<file path="src/rtl/acc_pkg.sv">
// Shared definitions for the batch accumulator: FSM state encoding and
// datapath widths used by batch_accumulator and acc_adder.
package acc_pkg;

    localparam int unsigned DATA_W = 8;
    localparam int unsigned CNT_W  = 4;

    typedef enum logic [1:0] {
        IDLE  = 2'd0,
        ACCUM = 2'd1,
        HOLD  = 2'd2
    } acc_state_e;

endpackage : acc_pkg

</file>
<file path="src/rtl/acc_adder.sv">
// Combinational ripple adder for the accumulator datapath.
// Carry-in is fixed at zero; only the DATA_W-bit sum is produced, the
// carry-out is reconstructed by the caller from the operand/sum MSBs.
module acc_adder
    import acc_pkg::*;
(
    input  logic [DATA_W-1:0] a,
    input  logic [DATA_W-1:0] b,
    output logic [DATA_W-1:0] sum
);

    logic carry_s;

    // Bit-serial ripple chain from LSB to MSB.
    always_comb begin
        carry_s = 1'b0;
        sum     = '0;
        for (int i = 0; i < int'(DATA_W); i++) begin
            sum[i]  = a[i] ^ b[i] ^ carry_s;
            carry_s = (a[i] & b[i]) | (carry_s & (a[i] ^ b[i]));
        end
    end

endmodule : acc_adder

</file>
<file path="src/rtl/batch_accumulator.sv">
// Batch accumulator: sums unsigned 8-bit terms into a batch that closes on
// in_last or after MAX_TERMS terms, then presents the sum until the
// consumer takes it.
// Optional feature: define ACC_SATURATE_EN to clamp the sum at 8'hFF and
// flag saturation on sum_sat; otherwise sums wrap modulo 256 and sum_sat
// stays 0.
module batch_accumulator
    import acc_pkg::*;
#(
    parameter int unsigned MAX_TERMS = 15
) (
    input  logic              clk,
    input  logic              rst_n,
    input  logic              in_valid,
    input  logic [DATA_W-1:0] in_data,
    input  logic              in_last,
    output logic              in_ready,
    output logic              sum_valid,
    output logic [DATA_W-1:0] sum_data,
    output logic [CNT_W-1:0]  sum_count,
    output logic              sum_sat,
    input  logic              sum_ready
);

    localparam logic [CNT_W-1:0] MAX_CNT = CNT_W'(MAX_TERMS);

    acc_state_e        state_r;
    logic [DATA_W-1:0] acc_r;
    logic [CNT_W-1:0]  count_r;
    logic              sat_r;

    logic [DATA_W-1:0] add_sum_s;
    logic [DATA_W-1:0] acc_next_s;
    logic [CNT_W-1:0]  count_inc_s;
    logic              sat_next_s;
    logic              close_s;
    logic              accept_s;
    logic              in_ready_s;

    acc_adder u_adder (
        .a   (acc_r),
        .b   (in_data),
        .sum (add_sum_s)
    );

    // Terms are taken in IDLE/ACCUM only, and never while reset is held.
    always_comb begin
        in_ready_s = 1'b0;
        if (rst_n && (state_r != HOLD)) begin
            in_ready_s = 1'b1;
        end else begin
            in_ready_s = 1'b0;
        end
        accept_s = in_valid & in_ready_s;
    end

    // Next accumulator value, saturation flag and batch-close decision.
    always_comb begin
        acc_next_s  = add_sum_s;
        sat_next_s  = 1'b0;
        count_inc_s = count_r + 4'd1;
`ifdef ACC_SATURATE_EN
        begin : sat_blk
            logic carry_s;
            // Carry-out rebuilt from the MSBs of operands and sum.
            carry_s = (acc_r[DATA_W-1] & in_data[DATA_W-1])
                    | ((acc_r[DATA_W-1] | in_data[DATA_W-1]) & ~add_sum_s[DATA_W-1]);
            if (sat_r || carry_s) begin
                acc_next_s = 8'hFF;
                sat_next_s = 1'b1;
            end else begin
                acc_next_s = add_sum_s;
                sat_next_s = 1'b0;
            end
        end
`else
        acc_next_s = add_sum_s;
        sat_next_s = 1'b0;
`endif
        if (in_last || (count_inc_s == MAX_CNT)) begin
            close_s = 1'b1;
        end else begin
            close_s = 1'b0;
        end
    end

    // Batch FSM together with the accumulator, term counter and sat flag.
    always_ff @(posedge clk or negedge rst_n) begin
        if (!rst_n) begin
            state_r <= IDLE;
            acc_r   <= 8'd0;
            count_r <= 4'd0;
            sat_r   <= 1'b0;
        end else begin
            case (state_r)
                IDLE, ACCUM: begin
                    if (accept_s) begin
                        acc_r   <= acc_next_s;
                        count_r <= count_inc_s;
                        sat_r   <= sat_next_s;
                        state_r <= close_s ? HOLD : ACCUM;
                    end
                end
                HOLD: begin
                    if (sum_ready) begin
                        state_r <= IDLE;
                        acc_r   <= 8'd0;
                        count_r <= 4'd0;
                        sat_r   <= 1'b0;
                    end
                end
                default: begin
                    state_r <= IDLE;
                    acc_r   <= 8'd0;
                    count_r <= 4'd0;
                    sat_r   <= 1'b0;
                end
            endcase
        end
    end

    // The result registers are frozen in HOLD, so they drive the outputs directly.
    always_comb begin
        in_ready  = in_ready_s;
        sum_valid = (state_r == HOLD);
        sum_data  = acc_r;
        sum_count = count_r;
        sum_sat   = sat_r;
    end

endmodule : batch_accumulator

</file>
<file path="config.mk">
export PLATFORM = sky130hd
export DESIGN_NAME = batch_accumulator
export DESIGN_NICKNAME = d
export VERILOG_FILES = /design/src/rtl/acc_pkg.sv /design/src/rtl/acc_adder.sv /design/src/rtl/batch_accumulator.sv
export SDC_FILE = /design/constraint.sdc
export NUM_CORES = 1
export LEC_CHECK = 0
export CORE_MARGIN = 1.5
export CORE_UTILIZATION = 41
export CTS_BUF_LIST = sky130_fd_sc_hd__clkbuf_4 sky130_fd_sc_hd__clkbuf_8 sky130_fd_sc_hd__clkbuf_16
export DETAILED_ROUTE_END_ITERATION = 8
export GPL_TIMING_DRIVEN = 0
export MAX_ROUTING_LAYER = met4
export PLACE_DENSITY = 0.74
export SLEW_MARGIN = 20
export SYNTH_ARGS = -nofsm -noshare
export SYNTH_HDL_FRONTEND = slang
export SYNTH_HIERARCHICAL = 1
export SYNTH_SLANG_ARGS = --single-unit
</file>
<file path="constraint.sdc">
create_clock -name clk -period 3.3 [get_ports clk]
set_input_delay 0.825 -clock clk [delete_from_list [all_inputs] [get_ports clk]]
set_output_delay 0.825 -clock clk [all_outputs]
set_load 0.05 [all_outputs]
</file>
# --- Yosys cells after proc, flatten, opt, wreduce, memory -nomap -nowiden ---
# Cells that the tools add are included.
totals:
  ff_bits: 15
  input_bits: 13
classes:
  add_sub_neg: 1
  eq_ne: 6
  mux: 15
  bitwise_logic: 35
  reduce_logical: 5
op_table:
  columns: ["operator", "n"]
  rows:
  - ["8-bit 2-to-1 mux", 2]
  - ["8-bit case mux with 2 select lines", 1]
  - ["1-bit XOR", 15]
  - ["1-bit bitwise AND", 14]
  - ["4-bit 2-to-1 mux", 2]
  - ["4-bit case mux with 2 select lines", 1]
  - ["2-bit 2-to-1 mux", 3]
  - ["1-bit bitwise OR", 6]
  - ["4-bit by 1-bit adder with 4-bit output, second input constant", 1]
  - ["4-bit equality test, second input constant", 1]
  - ["1-bit 2-to-1 mux", 4]
  - ["2-bit != test, second input constant", 2]
  - ["2-bit case mux with 2 select lines", 1]
  - ["2-bit by 1-bit equality test with 1-bit output, second input constant", 1]
  - ["2-bit equality test, second input constant", 1]
  - ["2-bit zero test", 1]
  - ["2-bit by 1-bit != test with 1-bit output, second input constant", 1]
  - ["1-bit case mux with 2 select lines", 1]
  - ["2-bit AND reduction", 1]
  - ["2-bit OR reduction", 1]
  - ["1-bit logical AND", 1]
  - ["1-bit logical OR", 1]

# --- Longest topological paths before layout ---
depth:
  word_depth: 16
  depth_mapped: 12
  mapped_depth_nobuf: 12

# --- By module ---
# Netlist, hierarchy kept.
modules_own_cells:
  columns: ["module", "instances", "cells_each", "area_each_um2"]
  rows:
  - ["batch_accumulator", 1, 67, 735.7]
  - ["acc_adder", 1, 13, 175.2]

# --- Least setup slack after synthesis ---
# No wires, ideal clock.
synth_path:
  path_type: "in2reg"
  from: "in in_data[0]"
  to: "reg acc_r[7], in the netlist sum_data[7]"
  setup_time_ns: 0.118
  arrival_time_ns: 3.730
  required_ns: 3.182
  path_slack_ns: -0.548
  stages: 12
  path_buffers: 0
  path_cell_list: "ha_1 -> inv_1 -> fa_1 -> inv_1 -> fa_1 -> fa_1 -> fa_1 -> fa_1 -> fa_1 -> xor3_1 -> and3_1 -> a21o_1"
synth_between:
  elab_chain_len: 16
synth_lines:
  columns: ["item", "line_no", "text"]
  rows:
  - ["start: declaration", "batch_accumulator.sv:15", "input logic [DATA_W-1:0] in_data,"]
  - ["1-bit bitwise AND (2 in a row)", "acc_adder.sv:20", "carry_s = (a[i] & b[i]) | (carry_s & (a[i] ^ b[i]));"]
  - ["1-bit bitwise OR", "acc_adder.sv:20", null]
  - ["1-bit bitwise AND", "acc_adder.sv:20", null]
  - ["1-bit bitwise OR", "acc_adder.sv:20", null]
  - ["1-bit bitwise AND", "acc_adder.sv:20", null]
  - ["1-bit bitwise OR", "acc_adder.sv:20", null]
  - ["1-bit bitwise AND", "acc_adder.sv:20", null]
  - ["1-bit bitwise OR", "acc_adder.sv:20", null]
  - ["1-bit bitwise AND", "acc_adder.sv:20", null]
  - ["1-bit bitwise OR", "acc_adder.sv:20", null]
  - ["1-bit bitwise AND", "acc_adder.sv:20", null]
  - ["1-bit bitwise OR", "acc_adder.sv:20", null]
  - ["1-bit XOR", "acc_adder.sv:19", "sum[i] = a[i] ^ b[i] ^ carry_s;"]
  - ["named net acc_next_s[7]", "batch_accumulator.sv:33", "logic [DATA_W-1:0] acc_next_s;"]
  - ["8-bit 2-to-1 mux", "batch_accumulator.sv:97", "if (accept_s) begin"]
  - ["8-bit case mux with 2 select lines", "batch_accumulator.sv:95", "case (state_r)"]
  - ["end signal: assignment", "batch_accumulator.sv:98", "acc_r <= acc_next_s;"]
  - ["end: declaration", "batch_accumulator.sv:28", "logic [DATA_W-1:0] acc_r;"]
# The timed path passes the listed nets, and every way through them passes these cells. The select of a mux whose other input is x is not followed.
# A chain may end at the register's enable or synchronous reset.

# --- Worst setup path after layout ---
# Same ends and word-level chain as after synthesis.

==> flow_summary.json <==
{
  "stdcell_count": 137,
  "setup_tns_ns": -0.0900,
  "r2r_setup_slack_ns": 0.07,
  "hpwl_um": 1460,
  "rsz0062_at_grt": "yes",
  "worstSetupPathType": "input port to register",
  "yosys_most_used_dff": "dfrtp_1",
  "mostFrequentLayoutCells": "clkdlybuf4s50_1, dfrtp_1, a21o_1",
  "io_buffers": 26,
  "start_kind": "input port",
  "p_leak_uw": 0.000637,
  "syn-cell-area_sq_um": 911,
  "seqCellArea_sq_um": 350,
  "slowest_stage": "fa_2",
  "wirelength_um": 1960,
  "vias_per_cell": 5.13,
  "cts-htree-levels": 1,
  "ys_seq_elements": 14,
  "finalCritPeriodShare_pct": 103,
  "syn_inst": 80,
  "slew_headroom_pct": 66.5,
  "whs_path_depth": 1,
  "cap_violations": 0,
  "antenna_found_initial": 0,
  "async_flop_share_pct": 100,
  "dieHeight_um": 50.1,
  "initial_utilization_pct": 45.0,
  "remaining_drc_errors": 0,
  "violations": "negative setup slack",
  "clockRootBuffer": "clkbuf_4",
  "ioPinCount": 28,
  "grt_util_all_layers_pct": 18.1,
  "grt_max_degree": 18,
  "status": "finished with violations",
  "cts_buffer_depth": 2,
  "n_fill_cell": 174,
  "end_kind": "register",
  "clkSinkCount": 14,
  "n_antenna_cell": 0,
  "grt_pass1_vias": 737,
  "p_per_area_nw_per_um2": 978,
  "grt_remaining_overflow": 0,
  "worst_pin_slew_ns": 0.501,
  "drv_slew": 0,
  "reg2reg_depth": 12,
  "slowest_delay_ns": 0.37,
  "fin_ws_ns": -0.0900,
  "worst-path-buf-inv": 3,
  "core_area_sq_um": 2020,
  "syn_nets": 102,
  "drtIter0Drc": 5,
  "final_nets": 133,
  "clock_latency_ns": 0.29,
  "clk_pin_slew_ns": 0.09,
  "crit_family": "adder cells",
  "hold_ws_ns": 0.523,
  "crit_top_cell": "fa_2",
  "worstPathArrival_ns": 3.58,
  "ys_warn_count": 6,
  "fmax_mhz": 295,
  "die_w_um": 50.1,
  "period_minus_slack_ns": 3.39,
  "path_max_fanout": 1,
  "cts_tree": "built",
  "postCtsSetupBuffers": 0,
  "cts_hold_buf": 0,
  "synth-edff-count": 0,
  "worstPathRequired_ns": 3.49,
  "ir_worst_vdd_v": 0.000571,
  "layout-drive-gt1-share_pct": 25.5,
  "placed_cells": 133,
  "vias": 703,
  "avgSynthCellArea_sq_um": 11.4,
  "fp-row-count": 16,
  "final_core_util_pct": 63.1,
  "finalSetupViolCount": 1,
  "grt_pass1_wl_um": 3260,
  "synthDistinctLibCells": 33,
  "wl_per_cell_um": 14.3,
  "postRouteAntennaNets": 0,
  "clock_skew_ns": 0.00121,
  "ys_seq_area_share_pct": 38.5,
  "hold_viol_final": 0,
  "multiInputGateArea_sq_um": 527,
  "die_area_sq_um": 2510,
  "final_common_cell": "clkdlybuf4s50_1",
  "crit_cells": 13,
  "crit_path_cell_trace": "buf_6 > ha_4 > inv_2 > fa_2 > inv_2 > fa_2 > fa_2 > fa_2 > fa_2 > fa_2 > xor3_1 > and3_1 > a21o_1",
  "drt-pass1-iter-count": 4,
  "areaGrowthSynthToFinish_pct": 40.1,
  "cts_buffers": 3,
  "gp_congestion": 0.772,
  "hold_path.class": "register to register",
  "power.total_uw": 1250
}
power by group:
group | total (uW) | internal, uW | switching, uW
combinational | 781 | 333 | 448
clock | 131 | 67.4 | 63.5
sequential | 337 | 245 | 92.3
total | 1250 | 645 | 604
state kept, by name, indices dropped and copies added (netlist names):
name,count
sum_count,4
sum_data,8
state_r,2
worst reg2reg max path, cell delays in order (launching register included):
cell and delay, ns:
dfrtp_1 0.44, ha_4 0.18, inv_2 0.05, fa_2 0.19, inv_2 0.04, fa_2 0.34, fa_2 0.37, fa_2 0.34
fa_2 0.35, fa_2 0.34, xor3_1 0.18, and3_1 0.17, a21o_1 0.15
metal layers:
layer / vias up / GRT usage [%] / wire [um]
met5: - / - / 0
met4: 0 / 8.33 / 38
met3: 5 / 2.68 / 47
met2: 13 / 30.7 / 1040
met1: 350 / 21.2 / 836
li1: 335 / - / -
synth_stat cells (2+ instances only):
cell type,n,area [sq um]
and3_1,9,56.3
nor2b_1,3,18.8
a21o_1,9,67.6
buf_2,2,10.0
buf_6,2,22.5
fa_1,6,120
dfrtp_1,14,350
ha_1,3,37.5
nor2_1,3,11.3
inv_1,6,22.5
per-stage QoR:
step | instance area (sq um) | setup slack, ns
floorplan | 936 | -0.393
global placement | 1230 | -0.927
detailed placement | 1230 | -0.990
CTS | 1270 | -0.190
global route | 1280 | -0.151
finish | 1280 | -0.0900
final timing paths:
check	start	end
min in group asynchronous	rst_n	sum_data[7]$_DFFE_PN0P_
max in group asynchronous	rst_n	sum_data[3]$_DFFE_PN0P_
hold reg to reg	sum_data[7]$_DFFE_PN0P_	sum_data[7]$_DFFE_PN0P_
hold / removal	sum_data[7]$_DFFE_PN0P_	sum_data[7]$_DFFE_PN0P_
setup reg to reg	sum_data[0]$_DFFE_PN0P_	sum_data[7]$_DFFE_PN0P_
setup / recovery	in_data[0]	sum_data[7]$_DFFE_PN0P_
layout make-up:
class                   instances  area share (%)
multi-input cells              54            41.3
flip-flops and latches         14            27.5
repair buffers                 26            20.6
plain buffers                   5            3.14
clock buffers                   4            2.84
well taps                      27            2.65
inverters                       7            2.06
cells by family (layout without fill, tap and decap cells):
family	Yosys count	in the layout	synth area share, %
DFF	14	14	38.5
buffers and inverters	12	42	7.28
xor gates and xnor gates	1	1	2.61
muxes	1	1	1.24
AOI/OAI and AO/OA	19	19	17.0
and+or+nand+nor	23	23	15.7
other	1	1	0.412
adders and majority gates	9	9	17.3
repair_timing:
action | CTS | global route
pin swaps | 7 | 6
gates cloned | 0 | 0
endpoints found under the setup margin | 4 | 2
gates resized for setup | 11 | 2
Power figures use the tool's default switching activity.
